[src/rtl/frame_shift_register.sv]
// Parallel-load, serial-shift engine shared by the UART TX and RX paths.
// Shifts LSB- or MSB-first on baud ticks, counts frame bits, and presents received bits right-aligned.
module frame_shift_register #(
    parameter  int WIDTH = 16,
    localparam int LEN_W = $clog2(WIDTH + 1)
) (
    input  logic             clk,
    input  logic             reset,
    input  logic             start_valid,
    output logic             start_ready,
    input  logic [WIDTH-1:0] parallel_in,
    input  logic [LEN_W-1:0] frame_len,
    input  logic             msb_first,
    input  logic             shift_tick,
    input  logic             shift_in,
    input  logic             abort,
    output logic             shift_out,
    output logic [WIDTH-1:0] parallel_out,
    output logic [WIDTH-1:0] aligned_out,
    output logic             busy,
    output logic             done
);

    typedef enum logic {IDLE, SHIFT} state_t;

    state_t           state, state_n;
    logic [WIDTH-1:0] data, data_n;
    logic [WIDTH-1:0] aligned, aligned_n;
    logic [LEN_W-1:0] cnt, cnt_n;
    logic [LEN_W-1:0] len, len_n;
    logic             dir, dir_n;
    logic             done_q, done_n;
    logic [LEN_W-1:0] len_clamped;
    logic [WIDTH-1:0] shifted;

    // Right-align the last n received bits; LSB-first frames arrive at the top of the register.
    function automatic logic [WIDTH-1:0] align(input logic [WIDTH-1:0] d,
                                               input logic             d_msb,
                                               input logic [LEN_W-1:0] n);
        logic [WIDTH:0] one_w;
        logic [WIDTH:0] m;
        one_w = {{WIDTH{1'b0}}, 1'b1};
        m     = (one_w << n) - one_w;
        if (d_msb) begin
            return d & m[WIDTH-1:0];
        end
        return (d >> (WIDTH - int'(n))) & m[WIDTH-1:0];
    endfunction

    assign len_clamped = (frame_len > LEN_W'(WIDTH)) ? LEN_W'(WIDTH) : frame_len;
    assign shifted     = dir ? {data[WIDTH-2:0], shift_in} : {shift_in, data[WIDTH-1:1]};

    always_comb begin
        state_n   = state;
        data_n    = data;
        aligned_n = aligned;
        cnt_n     = cnt;
        len_n     = len;
        dir_n     = dir;
        done_n    = 1'b0;
        case (state)
            IDLE: begin
                if (start_valid) begin
                    data_n = parallel_in;
                    dir_n  = msb_first;
                    cnt_n  = len_clamped;
                    len_n  = len_clamped;
                    if (len_clamped == '0) begin
                        done_n    = 1'b1;
                        aligned_n = '0;
                    end else begin
                        state_n = SHIFT;
                    end
                end
            end
            SHIFT: begin
                // abort wins over a coincident tick and leaves data untouched
                if (abort) begin
                    state_n = IDLE;
                end else if (shift_tick) begin
                    data_n = shifted;
                    cnt_n  = cnt - LEN_W'(1);
                    if (cnt == LEN_W'(1)) begin
                        state_n   = IDLE;
                        done_n    = 1'b1;
                        aligned_n = align(shifted, dir, len);
                    end
                end
            end
            default: state_n = IDLE;
        endcase
    end

    always_ff @(posedge clk or posedge reset) begin
        if (reset) begin
            state   <= IDLE;
            data    <= '0;
            aligned <= '0;
            cnt     <= '0;
            len     <= '0;
            dir     <= 1'b0;
            done_q  <= 1'b0;
        end else begin
            state   <= state_n;
            data    <= data_n;
            aligned <= aligned_n;
            cnt     <= cnt_n;
            len     <= len_n;
            dir     <= dir_n;
            done_q  <= done_n;
        end
    end

    assign busy         = (state == SHIFT);
    assign start_ready  = ~busy;
    assign shift_out    = dir ? data[WIDTH-1] : data[0];
    assign parallel_out = data;
    assign aligned_out  = aligned;
    assign done         = done_q;

endmodule

[config.mk]
export PLATFORM = sky130hd
export DESIGN_NAME = frame_shift_register
export DESIGN_NICKNAME = d
export VERILOG_FILES = /design/src/rtl/frame_shift_register.sv
export SDC_FILE = /design/constraint.sdc
export NUM_CORES = 1
export LEC_CHECK = 0
export CAP_MARGIN = 20
export CORE_MARGIN = 5
export CORE_UTILIZATION = 40
export DETAILED_ROUTE_END_ITERATION = 16
export DONT_BUFFER_PORTS = 1
export PLACE_DENSITY = 0.59
export SYNTH_ARGS = -nofsm -noshare
export SYNTH_HDL_FRONTEND = slang
export SYNTH_SLANG_ARGS = --single-unit
export TNS_END_PERCENT = 100
[constraint.sdc]
create_clock -name clk -period 4 [get_ports clk]
set_clock_uncertainty 0.05 [all_clocks]
set_input_delay 0.4 -clock clk [delete_from_list [all_inputs] [get_ports clk]]
set_output_delay 0.4 -clock clk [all_outputs]
set_load 0.05 [all_outputs]
After elaboration in Yosys (flattened, before gate mapping). Cells that the tools add are included.

Muxes and demuxes: 36. $add $sub $neg: 3. Order comparisons: 1. Shift-type cells: 2. Equal/unequal tests: 6. Reduce and logical (&&, ||, !) cells: 4. Bitwise logic cells: 3.

Operators by type and width (number): $mux 16 (11); $pmux 16 s2 (2); $and 16x16->16 (2); $shr 16x32->16 (1); $mux 5 (4); $mux 1 (16); $shl 1x5->16 const A (1); $sub 16x1->16 const B (1); $pmux 5 s2 (1); $ne 2x2->1 const B (3); $sub 5x5->6 const A (1); $eq 5x1->1 const B (1); $gt 5x5->1 const B (1); $logic_not 5->1 (1); $reduce_and 5->1 (1); $sub 5x1->5 const B (1); $ne 2x1->1 const B (2); $pmux 1 s2 (2); $reduce_and 3->1 (1); $reduce_and 2->1 (1); $not 1->1 (1).

Logic and storage cells: 62. Register bits after elaboration: 45. Output and inout bits: 36.

Longest topological paths before layout. Gate-level depths: netlist of the first run.

Depth in word-level cells: 10. Depth in mapped cells: 13.

Least setup slack after synthesis of the first run. OpenSTA, ideal clock, no wires.

Path type: reg-to-reg. Start: register len[0]. End: register aligned[8] (netlist: aligned_out[8]). Arrival: 2787 ps. Path buffers: 3. Cell stages (with the launch flop): 11. Clock period less this slack: 2958 ps. Data required time: 3828 ps. Setup slack: 1042 ps. Cell sequence: dfrtp_1 -> buf_6 -> buf_2 -> inv_1 -> ha_1 -> ha_1 -> clkbuf_1 -> mux4_2 -> mux2_2 -> a22o_1 -> a32o_1.

Cells in the longest elaborated chain, start to end: 9.

Ends and longest elaborated chain: from (decl) (RTL line 30) `logic [LEN_W-1:0] len, len_n;`; from (signal assigned) (RTL line 108) `len <= len_n;`; $shl 1x5->16 (RTL line 43) `m = (one_w << n) - one_w;`; $sub 16x1->16 (RTL line 43); $and 16x16->16 (RTL line 45) `return d & m[WIDTH-1:0];`; $mux 16 (RTL line 44) `if (d_msb) begin`; $mux 16 * (RTL line 47) `return (d >> (WIDTH - int'(n))) & m[WIDTH-1:0];`; $mux 16 * (RTL line 83) `if (cnt == LEN_W'(1)) begin`; $mux 16 * (RTL line 80) `end else if (shift_tick) begin`; $mux 16 * (RTL line 78) `if (abort) begin`; $pmux 16 s2 * (RTL line 61) `case (state)`; to (signal assigned) (RTL line 106) `aligned <= aligned_n;`; to (decl) (RTL line 28) `logic [WIDTH-1:0] aligned, aligned_n;`.

Mark *: on every way between the ends. The rest lies on a longest branch, timed or not. The select of a mux whose other input is x is not followed. A chain may end at the register's enable or synchronous reset.

Worst setup path after layout of the first run.
Start: register len[2]. End: register aligned[3] (netlist: aligned_out[3]).

Same word-level chain as after synthesis.

==> results.md, run 1 <==
Yosys:
- The sequential-to-total area share from yosys stat is 0.268.
- The leading register cell type out of synthesis is sky130_fd_sc_hd__dfrtp_1.
- The number of library cell types mapped by synthesis is 70.
- The share of synthesized flip-flops with an asynchronous set or reset is 1.00.
- The mapped netlist covers 0.00420 mm².
- After synthesis the netlist holds a flip-flop and latch count of 45.
- When the netlist entered floorplanning its net count stood at 529.
- The number of instances in the synthesized netlist is 492.
- Yosys printed 0 warnings.
- The count of flip-flops with a built-in enable after synthesis is 0.
- The synthesized area per cell is 8.53 µm².

Routing:
- The routed design has 12900 µm of wire.
- After detailed routing, the number of remaining DRC violations is 0.
- After detailed routing, the average wire length per cell comes to 21.8 µm.
- The number of iterations in the first detailed-routing pass is 4.
- The final route contains 3801 vias.
- In the routed layout, each cell is associated on average with a via count of 6.41.
- The detailed router finished its first iteration with 390 violations.
- The number of nets with antenna violations after routing is 0.

Die:
- The floorplan step defined a die boundary enclosing 0.0126 mm².
- The starting density of the core is 0.409.
- The total number of placement rows is 37.
- In this run the vertical extent of the chip is 112 µm.
- The core outline area is 0.0103 mm².
- The die outline width is 112 µm.
- Pin placement for this block handled 64 I/O pins.

Timing:
- Setup violations remaining at the end of the flow were counted as 0.
- Measured against its own limit, the worst slew margin works out to 0.355.
- For the pin with the worst max-slew slack, the measured transition is 0.968 ns.
- The final-report max-slew violation count is 0.
- Setup repair after global routing left no endpoint under its margin.
- Derived from the worst setup path, the maximum achievable clock frequency is 327 MHz.
- The number of hold-slack violations in the final timing report is 0.
- The part of the cycle the worst path needs is 0.764.
- The setup TNS is 0 ns.
- The worst path in the final design needs a cycle of 3.05 ns, including I/O delays and setup.

Worst setup path:
- The reg-to-reg startpoint is len[2].
- Measured in cells, the most critical reg-to-reg path has a length of 7.
- By startpoint and endpoint, the worst setup path is classified as reg -> reg.
- The worst setup path is captured at a register.
- The number of buffer and inverter stages on the critical path is 2.
- The critical path goes through inv_1 > ha_1 > inv_1 > or4_1 > a31oi_1 > a221oi_1 > o221ai_1.
- The arrival time of the worst setup path is 3.23 ns.
- The critical-path cell with the highest stage delay is sky130_fd_sc_hd__dfrtp_1.
- Broken down by cell family, the worst path's largest delay share belongs to flip-flops.
- The capture instance of the worst register-to-register path is aligned_out[3].
- The category of the worst setup path launch point is a register.
- In this run the worst path has a maximum fanout of 21.
- The data required time at the worst endpoint is 4.17 ns.
- The cell that appears most often on the critical path is sky130_fd_sc_hd__inv_1.
- Tracing the worst setup path back leads to its startpoint at len[2].
- The maximum cell stage delay along the critical path is 0.76 ns.
- Setup slack on the worst reg-to-reg path comes out at 0.95 ns.

Layout:
- The antenna diode count is 0.
- Across the whole layout, storage elements account for 0.00113 mm².
- The post-route standard cell area excluding fillers is 0.00433 mm².
- The layout net count is 493.
- The number of fillers in the final layout is 1061.
- Of the cells placed in the final design, the portion with a size suffix greater than 1 is 0.138.
- The relative area change from synthesis to final layout is 3.07%.
- Summing all multi-input logic gate instances after layout gives 0.00280 mm².

Worst hold path:
- The path category of the worst min-delay check is in -> reg.
- In this run the most critical hold path is launched from msb_first.
- For hold timing, the worst endpoint is dir.
- The worst hold path passes through 2 cells.

Power and ir drop:
- The highest ir drop seen on vdd is 0.355 mV.
- The total power divided by cell area is 667 mW/mm².
- The leakage power figure is 1.66 nW.

CTS:
- In this run, CTS created clock tree buffers numbering 5.
- Buffers inserted to repair hold after CTS numbered 0.
- In this run, post-CTS repair resized a total of 0 instances.
- The number of sinks handled by clock tree synthesis is 45.
- The clock-pin slew of the registers on the worst-case setup and hold paths is 0.10 ns.
- The clock root buffer is sky130_fd_sc_hd__clkbuf_8.
- The clock tree from TritonCTS is done.
- The H-tree was split into 2 levels.
- The source-to-sink clock delay at the later pin of the worst-skew pair is 0.32 ns.
- In this run the post-CTS setup repair buffer count came out at 0.
- The clock passes through at most 2 buffers.

Flow run:
- The reported max-cap violation count is 0.

Place:
- The half-perimeter wire length after detailed placement is 9250 µm.
- The final weighted congestion of routability-driven global placement is 0.974.
- Buffers placed on the I/O ports in this run total 0.
- The post-placement cell area is 0.00419 mm².

Global route:
- The initial antenna violation count was 0.
- Summed over all layers, the global routing overflow is 0.
- The first-pass GRT wire length is 21000 µm.
- The total global routing track utilization is 0.204.
- The number of global-route vias before repair is 3750.
- The largest net degree at the start of global routing is 46.

Status:
- The flow ran to the end, and the final reports show no timing, DRC or antenna violations.
through the flow:
stage	worst slack, ns	total power (W)	hold slack (ns)	utilization	cells
after global placement	1.17	0.00248	0.461	0.407	583
after CTS	0.991	0.00287	0.137	0.418	591
after global routing	0.730	0.00307	0.151	0.421	593
after floorplan	1.04	0.00214	0.455	-	492
final	0.946	0.00289	0.134	0.421	593
after detailed placement	1.03	0.00250	0.467	0.407	583
layout by cell type (no fill, tap or decap), types with 6 or more instances in the layout:
cell / n
sky130_fd_sc_hd__o21ai_0: 34
sky130_fd_sc_hd__nor3_1: 11
sky130_fd_sc_hd__nand2_1: 63
sky130_fd_sc_hd__nand2b_1: 14
sky130_fd_sc_hd__mux2_2: 8
sky130_fd_sc_hd__mux2i_1: 21
sky130_fd_sc_hd__inv_1: 11
sky130_fd_sc_hd__a21oi_1: 36
sky130_fd_sc_hd__o22ai_1: 7
sky130_fd_sc_hd__ha_1: 9
sky130_fd_sc_hd__o2111ai_1: 8
sky130_fd_sc_hd__nor2b_1: 10
sky130_fd_sc_hd__mux4_2: 18
sky130_fd_sc_hd__or3b_2: 6
sky130_fd_sc_hd__dfrtp_1: 44
sky130_fd_sc_hd__nor2_1: 30
sky130_fd_sc_hd__nand3_1: 10
cells by family (layout without fill, tap and decap cells):
group,Yosys count,count (layout),share of synthesized area
and+or+nand+nor,169,169,0.204
AOI/OAI and AO/OA,152,152,0.251
buffers and inverters,63,28,0.0650
muxes,47,47,0.168
DFF,45,45,0.268
adders and majority gates,9,9,0.0268
xor gates and xnor gates,7,7,0.0164
synthesized netlist by cell type (3+ instances only):
cell type                   count  area [µm²]
sky130_fd_sc_hd__nand2_1       63         236
sky130_fd_sc_hd__dfrtp_1       45        1130
sky130_fd_sc_hd__a21oi_1       36         180
sky130_fd_sc_hd__o21ai_0       34         170
sky130_fd_sc_hd__nor2_1        31         116
sky130_fd_sc_hd__clkbuf_1      30         113
sky130_fd_sc_hd__mux2i_1       21         210
sky130_fd_sc_hd__mux4_2        18         405
sky130_fd_sc_hd__nand2b_1      14        87.6
sky130_fd_sc_hd__buf_2         13        65.1
sky130_fd_sc_hd__inv_1         12        45.0
sky130_fd_sc_hd__nor3_1        11        55.1
sky130_fd_sc_hd__nand3_1       10        50.1
sky130_fd_sc_hd__nor2b_1       10        62.6
sky130_fd_sc_hd__ha_1           9         113
sky130_fd_sc_hd__mux2_2         8        90.1
sky130_fd_sc_hd__o2111ai_1      8        70.1
sky130_fd_sc_hd__o22ai_1        7        43.8
sky130_fd_sc_hd__or3b_2         6        52.6
sky130_fd_sc_hd__a31oi_1        5        31.3
sky130_fd_sc_hd__a32oi_1        5        43.8
sky130_fd_sc_hd__a211oi_1       4        30.0
sky130_fd_sc_hd__a21o_1         4        30.0
sky130_fd_sc_hd__a32o_1         4        40.0
sky130_fd_sc_hd__o31ai_1        4        30.0
sky130_fd_sc_hd__or4_1          4        30.0
sky130_fd_sc_hd__xnor2_1        4        35.0
sky130_fd_sc_hd__a221oi_1       3        26.3
sky130_fd_sc_hd__a22o_1         3        26.3
sky130_fd_sc_hd__buf_1          3        11.3
sky130_fd_sc_hd__nand4_1        3        18.8
sky130_fd_sc_hd__o21a_1         3        22.5
sky130_fd_sc_hd__o221ai_1       3        26.3
sky130_fd_sc_hd__o22a_1         3        26.3
sky130_fd_sc_hd__o2bb2ai_1      3        26.3
sky130_fd_sc_hd__or3_1          3        18.8
sequential cells by signal, indices dropped and copies added (netlist names):
register	flops
len	5
aligned_out	16
cnt	5
dir	1
parallel_out	16
done	1
busy	1
worst reg2reg max path, stage by stage (launching register included):
cell and delay, ns:
sky130_fd_sc_hd__dfrtp_1 0.76, sky130_fd_sc_hd__inv_1 0.21, sky130_fd_sc_hd__ha_1 0.61, sky130_fd_sc_hd__inv_1 0.32, sky130_fd_sc_hd__or4_1 0.56, sky130_fd_sc_hd__a31oi_1 0.19
sky130_fd_sc_hd__a221oi_1 0.08, sky130_fd_sc_hd__o221ai_1 0.18
power by group:
part	internal [W]	switching, W	leakage, nW	total, W
Clock	0.000189	0.000179	0.0558	0.000368
Combinational	0.000643	0.000800	1.01	0.00144
Sequential	0.000540	0.000535	0.585	0.00108
layout make-up:
| class | instances | area share |
|---|---|---|
| well taps | 136 | 0.0393 |
| clock inverters | 2 | 0.00896 |
| multi-input cells | 384 | 0.648 |
| repair buffers | 7 | 0.0156 |
| clock buffers | 6 | 0.0168 |
| inverters | 13 | 0.0113 |
| flip-flops and latches | 45 | 0.260 |
worst max path at each step:
stage                           end  slack [ns]  depth (start not counted)
floorplan            aligned_out[8]        1.04                         10
global placement     aligned_out[5]        1.17                          7
detailed placement   aligned_out[3]        1.03                          7
CTS                  aligned_out[3]        0.99                          7
global route        aligned_out[11]        0.73                          7
finish               aligned_out[3]        0.95                          7
metal layers:
layer  up-vias  routed length (µm)  share of wire  GRT usage
met5         -                   0              0          0
met4         0                 287          0.022     0.0553
met3        24                1010          0.078     0.0485
met2       167                5830           0.45      0.310
met1      1848                5800           0.45      0.291
li1       1762                   -              -          -
No activity file was read; power rests on OpenSTA's default activity.
==> run 2, diff against run 1 <==
--- a/config.mk
+++ b/config.mk
@@ -5,6 +5,7 @@
 export SDC_FILE = /design/constraint.sdc
 export NUM_CORES = 1
 export LEC_CHECK = 0
+export ABC_AREA = 1
 export CAP_MARGIN = 20
 export CORE_MARGIN = 5
 export CORE_UTILIZATION = 40
==> constraint.sdc (replaced) <==
create_clock -name clk -period 3.18 [get_ports clk]
set_clock_uncertainty 0.05 [all_clocks]
set_input_delay 0.318 -clock clk [delete_from_list [all_inputs] [get_ports clk]]
set_output_delay 0.318 -clock clk [all_outputs]
set_load 0.05 [all_outputs]
==> results.md, run 2 <==
Timing:
- Final hold analysis gives a worst-case slack of 0.0909 ns.
- The clock period minus worst slack is 2.39 ns.
- The final-report max-slew violation count is 0.
- The part of the cycle the worst path needs is 0.753.
- The maximum achievable frequency is 418 MHz.
- The count of final setup violators is 0.
- The headroom to the max-slew limit is 0.575.
- The pin slew with the least headroom to its limit is 0.638 ns.
- Setup repair after global routing left no endpoint under its margin.
- The number of hold-slack violations in the final timing report is 0.
- The setup TNS is 0 ns.

Place:
- The final weighted congestion of routability-driven global placement is 0.976.
- The number of port buffers is 0.
- Once detailed placement completed, the half-perimeter wirelength came to 8670 µm.

CTS:
- The total of cells resized after clock tree synthesis is 0.
- The hold buffer count at CTS is 0.
- TritonCTS built the clock tree.
- The clock passes through at most 2 buffers.
- Counting every sink on the clock net gives 45.
- The CTS buffer count is 5.
- The clock root buffer is sky130_fd_sc_hd__clkbuf_8.
- The H-tree was split into 2 levels.
- At the later pin of the worst-skew pair, clock insertion delay measures 0.31 ns.
- The buffer count from post-CTS setup fixing is 0.
- After clock tree synthesis, the clock-pin slew on the worst setup and hold paths is 0.10 ns.

Die:
- The area enclosed by the die boundary is 0.0114 mm².
- For this configuration, the core starts out at a cell density of 0.408.
- The floorplan die height is 107 µm.
- The die outline width is 107 µm.
- The total number of placement rows is 35.
- The number of top-level pins is 64.
- The core outline area is 0.00915 mm².

Yosys:
- The synthesized netlist contains 35 unique library cells.
- The synthesized area per cell is 6.37 µm².
- For this run, asynchronously set or reset flops after synthesis account for 1.00.
- Yosys printed 0 warnings.
- Yosys instantiated no cell more often than sky130_fd_sc_hd__nand2_1.
- Synthesis handed over a netlist of 586 instances.
- Counting flops with a built-in enable in the synthesized netlist gives 0.
- The combined area of all synthesized cells is 0.00373 mm².
- Sorting the synthesized cells by area gives the leading types as sky130_fd_sc_hd__dfrtp_1, sky130_fd_sc_hd__nand2_1, sky130_fd_sc_hd__nand3_1.
- Of the post-synthesis cell area, the dominant cell type holds 0.302.
- The number of nets handed over by synthesis was 623.
- For this run, the register share of the synthesized area comes to 0.302.
- The leading register cell type out of synthesis is sky130_fd_sc_hd__dfrtp_1.
- Counting flops and latches in the post-synthesis netlist gives 45.
- After synthesis, the most frequently instantiated cells are sky130_fd_sc_hd__nand2_1, sky130_fd_sc_hd__nand3_1, sky130_fd_sc_hd__nor2_1, sky130_fd_sc_hd__inv_1, sky130_fd_sc_hd__dfrtp_1.
- Summed over all instances, the cell type with the most area after synthesis is sky130_fd_sc_hd__dfrtp_1.

Worst setup path:
- The top cell family by delay on the critical path is simple AND/OR/NAND/NOR gates.
- The maximum net fanout on the critical path is 19.
- The largest individual stage delay along the critical path comes from the cell sky130_fd_sc_hd__dfrtp_1.
- The worst setup path is launched from a register.
- For the worst setup path, the data required time is 3.38 ns.
- The maximum cell stage delay along the critical path is 0.42 ns.
- Walking the worst path, the cells encountered are inv_4 > ha_1 > ha_1 > inv_1 > nor2_1 > inv_1 > ha_1 > nand2_1 > nor2_1 > nor2_1 > nor2_1 > nor3_1 > nand2_1 > nand2_1.
- By startpoint and endpoint, the worst setup path is classified as reg -> reg.
- The most numerous cell type found on the critical path is sky130_fd_sc_hd__nor2_1.
- Data on the critical path arrives at its endpoint at 2.59 ns.
- The number of buffer and inverter stages on the critical path is 3.
- The type of element capturing the critical path is a register.
- The slack of the worst reg-to-reg path is 0.79 ns.

Layout:
- The antenna diode count is 0.
- Compared with the post-synthesis result, the final layout area differs by 6.13%.
- At the end of the flow, the number of nets in the layout was 614.
- The most common cell after layout, fill and taps aside is sky130_fd_sc_hd__nand2_1.
- The fraction of final layout cells with drive strength greater than 1 is 0.0934.
- Leaving out fill and tap cells, the most frequent cells in the layout are sky130_fd_sc_hd__nand2_1, sky130_fd_sc_hd__nand3_1, sky130_fd_sc_hd__nor2_1.

Routing:
- The routed layout has 3847 vias.
- The routed wire length per instance is 16.4 µm.
- The final routed DRC violation total is 0.
- The total routed wirelength is 11300 µm.
- The number of nets with antenna violations after routing is 0.
- The first detailed-routing pass took 6 iterations.
- In the routed layout, each cell is associated on average with a via count of 5.58.
- After the first detailed-routing iteration, the DRC count stood at 371.

Power and ir drop:
- The leakage power figure is 2.04 nW.
- The internal cell power is 0.00168 W.
- Dividing total power by cell area gives a power density of 996 mW/mm².
- The net switching component of the power is 0.00226 W.
- The portion of total power attributed to combinational logic is 0.520.
- The part of the power in registers is 0.346.
- Of the total power, the share spent switching nets is 0.574.
- The clock network fraction of total power is 0.133.
- The design draws 0.00395 W.
- IR analysis of the VDD net gives a maximum drop of 0.560 mV.

Global route:
- The number of global-route vias before repair is 3697.
- The initial antenna violation count is 0.
- Entering global routing, the biggest net connects 46 pins.
- The total global routing track utilization is 0.203.
- Global routing finished with a remaining overflow of 0.
- The first-pass GRT wire length is 18900 µm.

Flow run:
- Across the run, the number of max-cap violations was 0.

Worst hold path:
- The min-delay analysis places its worst path in the category in -> reg.

Status:
- The flow ran to the end, and the final reports show no timing, DRC or antenna violations.
-- run 2: cell count changes in the layout (fill, tap and decap cells not counted), sizes merged, moves of 14 or more --
cell    previous run  this run
mux2i             21         0
nand3             10        96
nand2             63       172
inv               14        59
nor2              31        73
nand2b            14         0
mux4              18         0
-- run 2: logic make-up (layout without fill, tap and decap cells) --
logic type | count (synthesis) | in the layout | synth area share
flip-flops | 45 | 45 | 0.302
AND/OR/NAND/NOR | 357 | 357 | 0.431
XOR/XNOR | 6 | 6 | 0.0161
AO/OA/AOI/OAI | 85 | 85 | 0.126
buffers and inverters | 84 | 76 | 0.0945
adder cells (fa/ha/maj) | 9 | 9 | 0.0302
-- run 2: final cells by class --
type | instances | area (µm²)
clock buffer | 5 | 68.8
clock inverter | 3 | 65.1
fill | 958 | 5190
inverter | 59 | 226
multi-input combinational | 457 | 2250
sequential | 45 | 1130
tap | 111 | 139
timing repair buffer | 9 | 82.6
-- run 2: worst paths after layout --
check	from	endpoint	depth (start not counted)
setup / recovery	len[0]	aligned_out[8]	14
hold / removal	msb_first	dir	2
setup reg to reg	len[0]	aligned_out[8]	14
hold reg to reg	cnt[4]	cnt[4]	2
max in group asynchronous	reset	parallel_out[4]	3
min in group asynchronous	reset	aligned_out[9]	2
-- run 2: worst register-to-register path, delay by kind of cell, from the launching register on --
family	cells	cell delay (ns)
adder cells (fa/ha/maj)	3	0.65
buffers and inverters	3	0.33
flip-flops	1	0.42
AND/OR/NAND/NOR	8	0.86
-- run 2: layer usage --
layer / GRT usage / up-vias / part of all wire
li1: - / 1898 / -
met1: 0.298 / 1785 / 0.48
met2: 0.311 / 140 / 0.43
met3: 0.0409 / 24 / 0.075
met4: 0.0420 / 0 / 0.017
met5: 0 / - / 0
-- run 2: power by group through the flow --
stage          clock network, W  registers, W  logic, W
2_1_floorplan                 0       0.00133   0.00160
3_3_place_gp                  0       0.00138   0.00199
3_5_place_dp                  0       0.00138   0.00200
4_1_cts                0.000541       0.00137   0.00201
5_1_grt                0.000566       0.00140   0.00232
6_report               0.000526       0.00137   0.00205
-- run 2: through the flow --
| step | std cells | setup slack, ns | util | instance area, µm² |
|---|---|---|---|---|
| 6_report | 689 | 0.787 | 0.433 | 3960 |
| 3_5_place_dp | 679 | 0.811 | 0.415 | 3800 |
| 3_3_place_gp | 679 | 0.859 | 0.415 | 3800 |
| 2_1_floorplan | 586 | 0.730 | - | 3730 |
| 4_1_cts | 687 | 0.783 | 0.430 | 3930 |
| 5_1_grt | 689 | 0.508 | 0.433 | 3960 |
==> run 3, diff against run 2 <==
--- a/config.mk
+++ b/config.mk
@@ -5,13 +5,13 @@
 export SDC_FILE = /design/constraint.sdc
 export NUM_CORES = 1
 export LEC_CHECK = 0
-export ABC_AREA = 1
+export ABC_AREA = 0
 export CAP_MARGIN = 20
 export CORE_MARGIN = 5
 export CORE_UTILIZATION = 40
 export DETAILED_ROUTE_END_ITERATION = 16
 export DONT_BUFFER_PORTS = 1
-export PLACE_DENSITY = 0.59
+export PLACE_DENSITY = 0.61
 export SYNTH_ARGS = -nofsm -noshare
 export SYNTH_HDL_FRONTEND = slang
 export SYNTH_SLANG_ARGS = --single-unit
==> constraint.sdc (replaced) <==
create_clock -name clk -period 2 [get_ports clk]
set_clock_uncertainty 0.05 [all_clocks]
set_input_delay 0.2 -clock clk [delete_from_list [all_inputs] [get_ports clk]]
set_output_delay 0.2 -clock clk [all_outputs]
set_load 0.05 [all_outputs]
==> results.md, run 3 (synthesis gave the netlist of run 1 again) <==
Power and ir drop:
- The share of total power dissipated in combinational logic is 0.727.
- The total power divided by cell area is 1300 mW/mm².
- Of the total power, the share spent switching nets is 0.479.
- Of the total power, the clock network draws 0.084.
- The analysis attributes to cell leakage a power of 2.53 nW.
- The share of total power dissipated in sequential elements is 0.189.
- Summed over all nets, the switching power comes to 0.00377 W.
- The internal cell power is 0.00411 W.
- The highest ir drop seen on vdd is 0.667 mV.

Routing:
- Detailed routing inserted a total of 4460 vias.
- The detail route stage leaves a number of antenna-violating nets equal to 0.
- After detailed routing, the number of vias per cell comes to 5.99.
- For this run, design rule violations remaining after detail routing come to 0.
- The routed wire length per instance is 20.9 µm.
- The first detailed-routing pass took 5 iterations.
- After detailed routing, the total wire length is 15500 µm.
- The first-iteration detailed-routing DRC count is 356.

Die:
- The floorplan die height is 112 µm.
- The floorplan step set the die width to 112 µm.
- For this configuration, the core starts out at a cell density of 0.409.
- The number of top-level pins is 64.
- The core outline area is 0.0103 mm².
- The floorplan has 37 rows.
- The floorplan step defined a die boundary enclosing 0.0126 mm².

Worst setup path:
- The critical path in this run is classified as reg -> reg.
- Across all register-to-register paths, the minimum setup slack is -0.21 ns.
- The reg-to-reg startpoint is len[0].
- For this run, the slowest stage of the critical path takes 0.43 ns.
- In this run the critical register-to-register path is captured at aligned_out[2].
- The category of the worst setup path launch point is a register.
- Data on the critical path is required at its endpoint by 2.16 ns.
- The critical path goes through inv_6 > ha_4 > ha_4 > mux4_2 > buf_6 > mux2i_1 > o21ai_1 > a221oi_2 > o21ai_1.
- The type of element capturing the critical path is a register.
- For the worst setup path, the data arrival time is 2.37 ns.
- Counting cells, the worst reg-to-reg path comes to 9.
- The maximum net fanout on the critical path is 6.
- The critical-path cell with the highest stage delay is sky130_fd_sc_hd__dfrtp_2.

Timing:
- After layout, the minimum clock period comes to 2.21 ns.
- Dividing the final minimum period by the clock period gives 1.11.
- The pin slew with the least headroom to its limit is 0.574 ns.
- The number of hold-slack violations in the final timing report is 1.
- Derived from the worst setup path, the maximum achievable clock frequency is 452 MHz.
- The count of final setup violators is 16.
- Across all hold checks on the routed design, the worst slack comes to -0.000429 ns.
- The headroom to the max-slew limit is 0.613.
- Setup repair after global routing could not meet its margin everywhere.
- The final-report max-slew violation count is 0.
- Setup slack on the critical path of the routed design comes to -0.211 ns.

Layout:
- The most common cell after layout, fill and taps aside is sky130_fd_sc_hd__buf_4.
- In the layout the commonest cells are sky130_fd_sc_hd__buf_4, sky130_fd_sc_hd__nand2_1, sky130_fd_sc_hd__dfrtp_1.
- The number of antenna diodes in the final layout is 0.
- Of the cells placed in the final design, the portion with a size suffix greater than 1 is 0.438.
- The filler cells instantiated in the layout total 889.
- The layout net count is 644.
- The relative area change from synthesis to final layout is 44.5%.

Worst hold path:
- In this run the worst hold path is classified as in -> reg.
- The worst hold path was traced through 2 stages.
- The worst hold path begins at frame_len[0].
- The end point of the worst hold path is len[0].

CTS:
- TritonCTS built the clock tree.
- The H-tree generated during clock tree synthesis spans 2 levels.
- Clock-pin slew was measured on the worst setup and hold paths at 0.09 ns.
- Counting along the longest clock path gives a buffer depth of 2.
- The source-to-sink clock delay at the later pin of the worst-skew pair is 0.32 ns.
- The CTS buffer count is 5.
- Counting every sink on the clock net gives 45.
- The cell sitting at the root of the clock tree is a sky130_fd_sc_hd__clkbuf_8.

Place:
- The final weighted congestion of routability-driven global placement is 0.962.
- In this run the tool buffered the top-level ports with 0 buffer cells.
- The wire-length estimate of the detail-placed layout is 11600 µm.
- Timing analysis after detailed placement gives a worst setup slack of -0.358 ns.

Global route:
- The initial antenna violation count is 0.
- The first-pass GRT wire length is 24800 µm.
- The largest net degree at the start of global routing is 40.
- For this run, the total global-route usage over all layers was measured as 0.245.
- The number of global-route vias before repair is 4662.
- Global routing finished with a remaining overflow of 0.

Status:
- The final reports fail on hold timing, setup timing.
- The flow ran to the end, but the final reports show violations.

Flow run:
- The reported max-cap violation count is 0.
[run 3: cell types whose count changed in the layout (fill, tap and decap cells not counted), moves of 32 or more]
| cell | previous run | this run |
|---|---|---|
| sky130_fd_sc_hd__buf_4 | 7 | 131 |
| sky130_fd_sc_hd__nand2_1 | 164 | 61 |
| sky130_fd_sc_hd__nand3_1 | 93 | 9 |
| sky130_fd_sc_hd__inv_1 | 50 | 10 |
| sky130_fd_sc_hd__nor2_1 | 59 | 27 |
[run 3: worst max-delay path by stage]
stage	from	endpoint	slack [ns]	cells after the start
2_1_floorplan	len[0]	aligned_out[8]	-0.44	10
3_3_place_gp	len[0]	aligned_out[4]	-0.32	7
3_5_place_dp	len[0]	aligned_out[4]	-0.36	7
4_1_cts	len[0]	aligned_out[3]	-0.23	9
5_1_grt	len[0]	aligned_out[2]	-0.33	9
6_report	len[0]	aligned_out[2]	-0.21	9
[run 3: what timing repair did]
item                                   4_1_cts  5_1_grt
gates resized for setup                     68       20
setup endpoints to repair                   16       17
gates cloned                                 0        1
hold buffers                                 7        0
endpoints found under the hold margin       22        0
buffers inserted                            19        3
pin swaps                                   37       11
[run 3: power groups by stage]
| stage | clock network [W] | logic, W | registers [W] |
|---|---|---|---|
| floorplan | 0 | 0.00277 | 0.00174 |
| global placement | 0 | 0.00478 | 0.00147 |
| detailed placement | 0 | 0.00482 | 0.00149 |
| CTS | 0.000665 | 0.00539 | 0.00147 |
| global route | 0.000706 | 0.00608 | 0.00152 |
| finish | 0.000662 | 0.00573 | 0.00149 |
[run 3: worst max-delay path: cells and delay by family (launching register included)]
| kind | cells | cell delay (ns) |
|---|---|---|
| adder cells (fa/ha/maj) | 2 | 0.49 |
| flip-flops | 1 | 0.43 |
| buffers and inverters | 2 | 0.19 |
| AO/OA/AOI/OAI | 3 | 0.48 |
| multiplexers | 2 | 0.46 |
[run 3: stage by stage]
step	power (W)	instances	utilization	area [µm²]	TNS, ns
after floorplan	0.00452	492	-	4360	-4.35
final	0.00788	744	0.590	6070	-2.68
after detailed placement	0.00631	706	0.512	5260	-3.51
after global placement	0.00626	706	0.512	5260	-2.93
after global routing	0.00831	744	0.590	6070	-4.18
after CTS	0.00752	740	0.576	5920	-2.68
[run 3: per-layer routing]
| metal | wire length, µm | GRT usage |
|---|---|---|
| met3 | 1180 | 0.0431 |
| met2 | 7380 | 0.399 |
| met4 | 522 | 0.0857 |
| met5 | 0 | 0 |
| met1 | 6430 | 0.328 |
[run 3: area by class of cell]
class                      instances  area, µm²  share of cell area
clock buffer                       6       82.6              0.0136
clock inverter                     2       16.3             0.00268
inverter                          13       53.8             0.00887
multi-input combinational        384       3290               0.542
sequential                        45       1130               0.186
tap                              136        170              0.0281
timing repair buffer             158       1330               0.219
